==> src/rtl/minc_pkg.sv <==
// Shared definitions for the minc stack CPU: ROM geometry, loader frame constants and FSM states.
package minc_pkg;

    localparam int unsigned MINC_ADDR_W    = 8;
    localparam int unsigned MINC_INSN_W    = 12;
    localparam logic [7:0]  MINC_SYNC_BYTE = 8'hA5;

    typedef enum logic [2:0] {
        StIdle,
        StCount,
        StHi,
        StLo,
        StWrite,
        StChk,
        StDone,
        StErr
    } loader_state_t;

endpackage

==> src/rtl/minc_prog_loader.sv <==
// Program loader: turns a SYNC/COUNT/{HI,LO}*/CHK byte stream into instruction ROM writes and
// releases the CPU from reset only once a checksum-valid image has been written.
module minc_prog_loader
    import minc_pkg::*;
#(
    parameter int unsigned ADDR_W = MINC_ADDR_W,
    parameter int unsigned INSN_W = MINC_INSN_W,
    parameter logic [7:0]  SYNC   = MINC_SYNC_BYTE
) (
    input  logic              CLK,
    input  logic              nRESET,
    input  logic [7:0]        rx_data,
    input  logic              rx_valid,
    output logic              rx_ready,
    output logic              rom_we,
    output logic [ADDR_W-1:0] rom_waddr,
    output logic [INSN_W-1:0] rom_wdata,
    output logic              cpu_nreset,
    output logic              busy,
    output logic              done,
    output logic              err
);

    localparam int unsigned HI_W = INSN_W - 8;

    loader_state_t   state;
    logic            run;
    logic [7:0]      csum;
    logic [ADDR_W:0] words_left;
    logic            accept;
    logic            hi_bad;
    logic [7:0]      chk_sum;

    // run keeps rx_ready low while nRESET is asserted and rises on the first clock after release
    assign rx_ready = run & (state != StWrite);
    assign accept   = rx_valid & rx_ready;
    assign hi_bad   = |(rx_data >> HI_W);
    assign chk_sum  = csum + rx_data;

    always_ff @(posedge CLK or negedge nRESET) begin
        if (!nRESET) begin
            state      <= StIdle;
            run        <= 1'b0;
            rom_we     <= 1'b0;
            rom_waddr  <= '0;
            rom_wdata  <= '0;
            cpu_nreset <= 1'b0;
            busy       <= 1'b0;
            done       <= 1'b0;
            err        <= 1'b0;
            csum       <= '0;
            words_left <= '0;
        end else begin
            run    <= 1'b1;
            rom_we <= 1'b0;
            case (state)
                StIdle, StDone, StErr: begin
                    if (accept && rx_data == SYNC) begin
                        state      <= StCount;
                        done       <= 1'b0;
                        err        <= 1'b0;
                        cpu_nreset <= 1'b0;
                        busy       <= 1'b1;
                        rom_waddr  <= '0;
                        csum       <= '0;
                    end
                end
                StCount: begin
                    if (accept) begin
                        // A zero count selects the full ROM
                        words_left <= (rx_data == 8'd0) ? {1'b1, {ADDR_W{1'b0}}}
                                                        : (ADDR_W+1)'(rx_data);
                        csum       <= chk_sum;
                        state      <= StHi;
                    end
                end
                StHi: begin
                    if (accept) begin
                        if (hi_bad) begin
                            state <= StErr;
                            err   <= 1'b1;
                            busy  <= 1'b0;
                        end else begin
                            rom_wdata[INSN_W-1:8] <= rx_data[HI_W-1:0];
                            csum                  <= chk_sum;
                            state                 <= StLo;
                        end
                    end
                end
                StLo: begin
                    if (accept) begin
                        rom_wdata[7:0] <= rx_data;
                        csum           <= chk_sum;
                        rom_we         <= 1'b1;
                        state          <= StWrite;
                    end
                end
                StWrite: begin
                    rom_waddr  <= rom_waddr + 1'b1;
                    words_left <= words_left - 1'b1;
                    state      <= (words_left == (ADDR_W+1)'(1)) ? StChk : StHi;
                end
                StChk: begin
                    if (accept) begin
                        busy <= 1'b0;
                        if (chk_sum == 8'd0) begin
                            state      <= StDone;
                            done       <= 1'b1;
                            cpu_nreset <= 1'b1;
                        end else begin
                            state <= StErr;
                            err   <= 1'b1;
                        end
                    end
                end
                default: state <= StIdle;
            endcase
        end
    end

endmodule

==> config.mk <==
export PLATFORM = sky130hd
export DESIGN_NAME = minc_prog_loader
export DESIGN_NICKNAME = d
export VERILOG_FILES = /design/src/rtl/minc_pkg.sv /design/src/rtl/minc_prog_loader.sv
export SDC_FILE = /design/constraint.sdc
export NUM_CORES = 1
export LEC_CHECK = 0
export CORE_AREA = 2 2 90 92
export DETAILED_ROUTE_END_ITERATION = 16
export DIE_AREA = 0 0 92 94
export PLACE_DENSITY = 0.61
export SYNTH_ARGS = -nofsm -noshare
export SYNTH_HDL_FRONTEND = slang
export SYNTH_SLANG_ARGS = --single-unit
==> constraint.sdc <==
create_clock -name CLK -period 4.05 [get_ports CLK]
set_input_delay 1.215 -clock CLK [delete_from_list [all_inputs] [get_ports CLK]]
set_output_delay 1.215 -clock CLK [all_outputs]
set_load 0.02 [all_outputs]
After elaboration in Yosys (flattened, before gate mapping)
Index checks and enable logic that the tools add are counted.
{ "totals": {"register_bits": 45, "in_bits": 11, "out_inout_bits": 26, "elab_cells": 92} }
{ "op_classes": {"addsub": 3, "n_eq_ne": 20, "mux": 34, "n_bitwise": 3, "n_reduce_logical": 21} }
{ "ops": {"columns": ["cell", "count"], "rows": [
  ["$mux W8", 4],
  ["$pmux W8 S3", 1],
  ["$mux W3", 7],
  ["$mux W9", 2],
  ["$ne A2 B2 Y1 const B", 9],
  ["$pmux W3 S6", 1],
  ["$pmux W9 S2", 1],
  ["$logic_not A8 Y1", 2],
  ["$pmux W8 S2", 1],
  ["$reduce_and A5 Y1", 3],
  ["$mux W1", 14],
  ["$eq A3 B3 Y1 const B", 4],
  ["$eq A9 B1 Y1 const B", 1],
  ["$sub A9 B1 Y9 const B", 1],
  ["$add A8 B1 Y8 const B", 1],
  ["$add A8 B8 Y8", 1],
  ["$eq A8 B8 Y1 const B", 1],
  ["$eq A3 B2 Y1 const B", 2],
  ["$pmux W1 S3", 2],
  ["$reduce_and A2 Y1", 3],
  ["$reduce_and A6 Y1", 1],
  ["$reduce_bool A2 Y1", 3],
  ["$reduce_bool A3 Y1", 2],
  ["$reduce_and A4 Y1", 1],
  ["other kinds (12)", 13]
]} }

Logic depth before layout (Yosys ltp)
Gate-level depths: netlist of the first run.
{ "logic_depth": {"word_depth": 6, "ltp_mapped": 9, "depth_no_buf": 8} }

Worst setup path before layout of the first run
OpenSTA, ideal clock, no wires.
{ "synth_path": {"path_type": "in2reg", "start": "input port rx_data[0]", "end": "register state[0]", "setup_ps": 124, "arrival_ps": 2893, "slack_ps": 1033, "cell_stages": 8, "n_path_buf": 0, "path_cell_list": "ha_1 -> fa_1 -> a211oi_1 -> nor2_1 -> xor2_1 -> nor4_1 -> nand3_1 -> o31a_1"} }
{ "synth_via": {"elab_chain_len": 5} }
{ "synth_rtl": {"columns": ["element", "line", "source"], "rows": [
  ["start: declaration", "minc_prog_loader.sv:12", "input logic [7:0] rx_data,"],
  ["$add A8 B8 Y8", "minc_prog_loader.sv:38", "assign chk_sum = csum + rx_data;"],
  ["$logic_not A8 Y1", "minc_prog_loader.sv:106", "if (chk_sum == 8'd0) begin"],
  ["$mux W1", "minc_prog_loader.sv:106", null],
  ["$mux W3", "minc_prog_loader.sv:104", "if (accept) begin"],
  ["$pmux W3 S6", "minc_prog_loader.sv:56", "case (state)"],
  ["end signal: assignment", "minc_prog_loader.sv:59", "state <= StCount;"],
  ["end signal: assignment", "minc_prog_loader.sv:107", "state <= StDone;"],
  ["end signal: assignment", "minc_prog_loader.sv:111", "state <= StErr;"],
  ["end: declaration", "minc_prog_loader.sv:26", "loader_state_t state;"]
]} }
Parallel ways exist; a longest one is shown, timed or not. The select of a mux whose other input is x is not followed.
A chain may end at the register's enable or synchronous reset.

Worst setup path after layout of the first run
{ "layout_path": {"start": "register state[2]", "end": "output port rx_ready"} }
{ "layout_via": {"elab_chain_len": 2} }
{ "layout_rtl": {"columns": ["element", "line", "source"], "rows": [
  ["start signal: assignment", "minc_prog_loader.sv:42", "state <= StIdle;"],
  ["start signal: assignment", "minc_prog_loader.sv:59", null],
  ["start signal: assignment", "minc_prog_loader.sv:74", "state <= StHi;"],
  ["$ne A3 B3 Y1", "minc_prog_loader.sv:35", "assign rx_ready = run & (state != StWrite);"],
  ["$and A1 B1 Y1", "minc_prog_loader.sv:35", null],
  ["end: declaration", "minc_prog_loader.sv:14", "output logic rx_ready,"]
]} }
Every way passes these cells.

==> results of run 1 <==
[routing by layer]
metal  part of all wire  up-vias
li1                   -     1036
met1               0.47     1041
met2               0.48       46
met3              0.043        5
met4             0.0077        0
met5                  0        -
[stage by stage]
step	area, µm²	hold WS (ns)	power [mW]	std cells	util
after floorplan	2600	0.460	1.51	266	-
after global placement	3060	0.467	1.84	398	0.402
after detailed placement	3060	0.482	1.86	398	0.402
after CTS	3150	0.494	2.16	406	0.413
after global routing	3150	0.508	2.31	406	0.413
final	3150	0.490	2.14	406	0.413
[worst max-delay path: cells and delay by family (launching register included)]
| family | cells | cell delay, ns |
|---|---|---|
| buffers and inverters | 1 | 0.53 |
| DFF | 1 | 0.73 |
| and+or+nand+nor | 2 | 0.74 |
[worst max path at each step]
stage                                     from                   end  slack (ns)  depth (start not counted)
after global placement              rx_data[1]  state[0]$_DFFE_PN0P_        0.40                          8
final                     state[2]$_DFFE_PN0P_              rx_ready        0.52                          3
after global routing      state[2]$_DFFE_PN0P_              rx_ready        0.41                          3
after detailed placement            rx_data[1]       err$_DFFE_PN0P_        0.34                          8
after CTS                 state[2]$_DFFE_PN0P_              rx_ready        0.52                          3
after floorplan                     rx_data[0]  state[0]$_DFFE_PN0P_        1.03                          8
[layout make-up]
class	instances	area share
Multi-Input combinational cell	195	0.429
Sequential cell	45	0.358
Timing Repair Buffer	42	0.127
Tap cell	102	0.0406
Clock buffer	5	0.0219
Inverter	14	0.0167
Clock inverter	3	0.00676
[where the power goes]
| part | total [mW] | switching, mW | internal [mW] |
|---|---|---|---|
| Clock | 0.290 | 0.168 | 0.123 |
| Sequential | 0.820 | 0.194 | 0.627 |
| Combinational | 1.03 | 0.540 | 0.492 |
[state kept, by name (all words and copies together) (netlist names)]
register and flops:
rom_wdata 12, words_left 9, csum 8, rom_waddr 8, state 3, busy 1
done 1, err 1, rom_we 1, run 1
[layout by cell type, fill, tap and decap left out, drive strengths merged, types with 3 or more instances in the layout]
master          n
a31oi           3
and2            4
nor3            3
o221a           3
ha             10
and3            6
buf             7
o31ai           3
nand2          19
a211oi          3
xor2            4
o21ai          27
clkbuf          5
dfrtp          45
a22oi           3
a21oi          13
inv            14
nand3           6
nor2           29
clkdlybuf4s50  35
mux2           17
nor4            4
nand4           5
[kinds of logic (layout without fill, tap and decap cells)]
kind of cell | Yosys count | after routing | synth area share
xor gates and xnor gates | 6 | 6 | 0.0202
adders and majority gates | 11 | 11 | 0.0557
DFF | 45 | 45 | 0.432
other | 1 | 1 | 0.00144
AOI/OAI and AO/OA | 74 | 74 | 0.190
buffers and inverters | 26 | 64 | 0.0495
and+or+nand+nor | 85 | 85 | 0.168
muxes | 18 | 18 | 0.0831
==> impl_results.md, run 1 <==
* Post-DRT Antenna Nets at 0
* Placer Congestion at 0.830
* Mapped Nets at 288
* CTS tree: done
* Power density over the cells at 681 nW/µm²
* Die area at 8650 µm²
* Syn Area/Cell at 9.79 µm²
* CP required at roughly 2.8 ns
* Hold buffers post-CTS at 0
* Yosys reg bits at 45
* Max incr delay on CP at 0.73 ns
* DP Worst Slack at about 0.34 ns
* Final setup violating endpoints at 0
* RSZ-0062 raised after global routing: no
* DPL Wire Length at ~4.4 mm
* Clk Latency, worst-skew pair at 0.31 ns
* Element type at the critical path end: primary output
* Slack of the worst reg-to-reg path at 1.68 ns
* Minimum clock period at 3.53 ns
* Register clock-pin slew on the reported worst setup and hold paths at 0.09 ns
* Setup ws final at 0.525 ns
* Register area share after synthesis at 0.432
* P_leak at 1.34 nW
* Max-cap violations at 0
* Worst R2R Start: csum[0]$_DFFE_PN0P_
* Global-route wire length before repair at 10.2 mm
* RR Endpoint: state[0]$_DFFE_PN0P_
* Rel. slew slack at 0.314
* Root Buffer: clkbuf_8
* Worst vdd ir at 308 µV
* Worst reg-to-reg path cell count at 8
* Final Hold Viols at 0
* Worst Hold Endpoint: rom_waddr[7]$_DFFE_PN0P_
* Post-synth top flop: dfrtp_1
* Syn Std Cell Area at 2600 µm²
* Synth Warn # at 0
* Met3 Use GR at 0.0289
* Gr ovfl total at 0
* Chip Width at roughly 92 µm
* Vias/cell at ~5.2
* Post-synth top area share at 0.432
* Total track usage at 0.150
* Nets at 325
* Max Root-Sink Buffers at 2
* Starting Density at 0.342
* Slew Limit Fails at 0
* Met2 usage at 0.256
* Synth cell types at 56
* N_diodes at 0
* Worst EP arrival at 2.31 ns
* IO buf count at 36
* Slowest cell on the critical path: dfrtp_1
* Total iterations of the first detailed-routing run at 4
* FMAX at 284 MHz
* Layout cells sized above 1 at 0.141
* Setup bufs post-CTS at 0
* GR Util met1 at 0.194
* Hold Crit Start: rom_waddr[7]$_DFFE_PN0P_
* Gr busiest metal: met2
* Clock Sinks at 45
* Worst path cell trace: or3b_4 -> and2_1 -> clkdlybuf4s50_1
* Most instantiated cells after synthesis: dfrtp_1, nor2_1, o21ai_0, nand2_1
* Die height at 94 µm
* Number of global-route vias before repair at 2,069
* H-Tree Depth at 2
* Io pins at 37
* Asr flop ratio synth at 1.00
* Wire per inst at 15.0 µm
* # DRC at 0
* Crit path kind: reg2out
* Filler cells at 755
* Multi-input combinational cell area at 1350 µm²
* Hold path cells at 1
* Yosys top cell by area: dfrtp_1
* Critical path fanouts, max at 21
* Cts repair resizes at 0
* Final setup TNS at 0 ns
* Initial antenna violation count at 0
* DR iter-0 viols at between 90 and 100
* Core area at ~7600 µm²
* Measured slew at the worst slew-check pin at 1.03 ns
* Vias at around 2,100
* Most area-consuming cells after synthesis: dfrtp_1, mux2_2, o21ai_0, ha_1, nor2_1
* Post-synth EDFFs at 0
* Setup crit start kind: flip-flop
* Synth Instances at 266
* Row count at 32
* Area Growth Syn to Fin at 20.8%
* Clock skew at approximately 0.011 ns
* Status: complete, no violations
* Total CTS buffers at 5
* Pin count of the biggest net entering global routing at 46
* Most common cell in the netlist: dfrtp_1
* Period utilization at 0.870
* Final WL at 6.11 mm
* FF/Latch Area at between 1000 and 1500 µm²
* Hold Path Class: reg2reg
Note: power is estimated with default switching activity, not from simulation.
==> run 2, diff against run 1 <==
--- a/config.mk
+++ b/config.mk
@@ -9,6 +9,8 @@
 export DETAILED_ROUTE_END_ITERATION = 16
 export DIE_AREA = 0 0 92 94
 export PLACE_DENSITY = 0.61
+export RECOVER_POWER = 25
+export SKIP_CTS_REPAIR_TIMING = 1
 export SYNTH_ARGS = -nofsm -noshare
 export SYNTH_HDL_FRONTEND = slang
 export SYNTH_SLANG_ARGS = --single-unit
==> impl_results.md, run 2 (same netlist as run 1, synthesis figures left out) <==
* Row count at 32
* Layout cells sized above 1 at 0.138
* Core area at around 7600 µm²
* Global-route wire length before repair at approximately 10 mm
* CP required at between 2 and 3 ns
* Io pins at 37
* Worst EP arrival at 2.31 ns
* Final Hold Viols at 0
* Nets at 325
* DR iter-0 viols at 90
* Die area at 8650 µm²
* Post-DRT Antenna Nets at 0
* Hold Path Class: reg2reg
* Starting Density at 0.342
* DPL Wire Length at 4.44 mm
* Element type at the critical path end: primary output
* Die height at roughly 94 µm
* Total CTS buffers at 5
* P_leak at around 1.3 nW
* Status: finished with violations
* Placer Congestion at 0.830
* Clk Latency, worst-skew pair at around 0.31 ns
* Rel. slew slack at -0.656
* Final setup TNS at 0 ns
* Most frequent cells in the layout: dfrtp_1, clkdlybuf4s50_1, nor2_1, o21ai_0, nand2_1
* Area Growth Syn to Fin at 20.8%
* N_diodes at 0
* FMAX at 284 MHz
* Total iterations of the first detailed-routing run at 4
* Power density over the cells at 682 nW/µm²
* Setup crit start kind: flip-flop
* Largest register FFs at 12
* Slew Limit Fails at 46
* FF/Latch Area at 1130 µm²
* # DRC at 0
* Pin count of the biggest net entering global routing at 46
* Final setup violating endpoints at 0
* Chip Width at approximately 90 µm
* Period utilization at 0.870
* Fin area at 3140 µm²
* Crit path kind: reg2out
* Initial antenna violation count at 0
* Vias/cell at 5.23
* Gr ovfl total at 0
* Clock skew at between 0.01 and 0.015 ns
* CTS tree: done
* Placed insts at 398
* Final WL at 6.11 mm
* Root Buffer: clkbuf_8
* Measured slew at the worst slew-check pin at 2.48 ns
* Vias at about 2,100
* Minimum clock period at 3.52 ns
* Most common cell after layout, fill and taps aside: dfrtp_1
* Filler cells at 753
* Worst vdd ir at 308 µV
* H-Tree Depth at 2
* IO buf count at 36
* Number of global-route vias before repair at 2,069
* Multi-input combinational cell area at 1350 µm²
* Wire per inst at 15.1 µm
* Largest regs: rom_wdata x12, words_left x9
* Failing checks: capacitance limit, slew limit
* Critical path fanouts, max at 21
* Max-cap violations at 1
* Total track usage at 0.150
* Final non-filler cell total at 406
* RSZ-0062 raised after global routing: no
* Clock Sinks at 45
* Placed Area at approximately 3100 µm²
* Max Root-Sink Buffers at 2
* Biggest register: rom_wdata
* Register clock-pin slew on the reported worst setup and hold paths at around 0.09 ns
-- run 2: through the flow --
step / util / power (mW) / hold slack [ns] / setup WS (ns)
floorplan: - / 1.51 / 0.460 / 1.03
global placement: 0.402 / 1.84 / 0.467 / 0.395
detailed placement: 0.402 / 1.86 / 0.482 / 0.336
CTS: 0.413 / 2.16 / 0.494 / 0.525
global route: 0.413 / 2.31 / 0.508 / 0.379
finish: 0.413 / 2.14 / 0.491 / 0.526
-- run 2: worst max-delay path, cell delays in order (launching register included) --
cell,delay [ns]
dfrtp_1,0.73
or3b_4,0.55
and2_1,0.19
clkdlybuf4s50_1,0.53
-- run 2: final timing paths --
check                      slack (ns)                  endpoint                     start  depth (start not counted)
hold / removal                   0.49  rom_waddr[7]$_DFFE_PN0P_  rom_waddr[7]$_DFFE_PN0P_                          1
setup reg to reg                 1.68      state[0]$_DFFE_PN0P_       csum[0]$_DFFE_PN0P_                          8
max in group asynchronous        0.98       csum[1]$_DFFE_PN0P_                    nRESET                          1
hold reg to reg                  0.49  rom_waddr[7]$_DFFE_PN0P_  rom_waddr[7]$_DFFE_PN0P_                          1
min in group asynchronous        1.67  rom_waddr[2]$_DFFE_PN0P_                    nRESET                          1
setup / recovery                 0.53                  rx_ready      state[2]$_DFFE_PN0P_                          3
-- run 2: final cells by class --
cell class                 instances  share of cell area
clock inverter                     3             0.00676
timing repair buffer              42               0.127
multi-input combinational        195               0.429
clock buffer                       5              0.0219
inverter                          14              0.0167
tap                              102              0.0406
sequential                        45               0.358
-- run 2: layer usage --
layer	track usage	wire [µm]	part of all wire
met5	0	0	0
met4	0.0398	47	0.0077
met3	0.0289	254	0.042
met2	0.256	2910	0.48
met1	0.194	2900	0.47
-- run 2: power breakdown --
part           total, mW  switching, mW  internal (mW)
sequential         0.821          0.194          0.627
combinational       1.03          0.540          0.492
clock              0.290          0.168          0.123
total               2.14          0.902           1.24
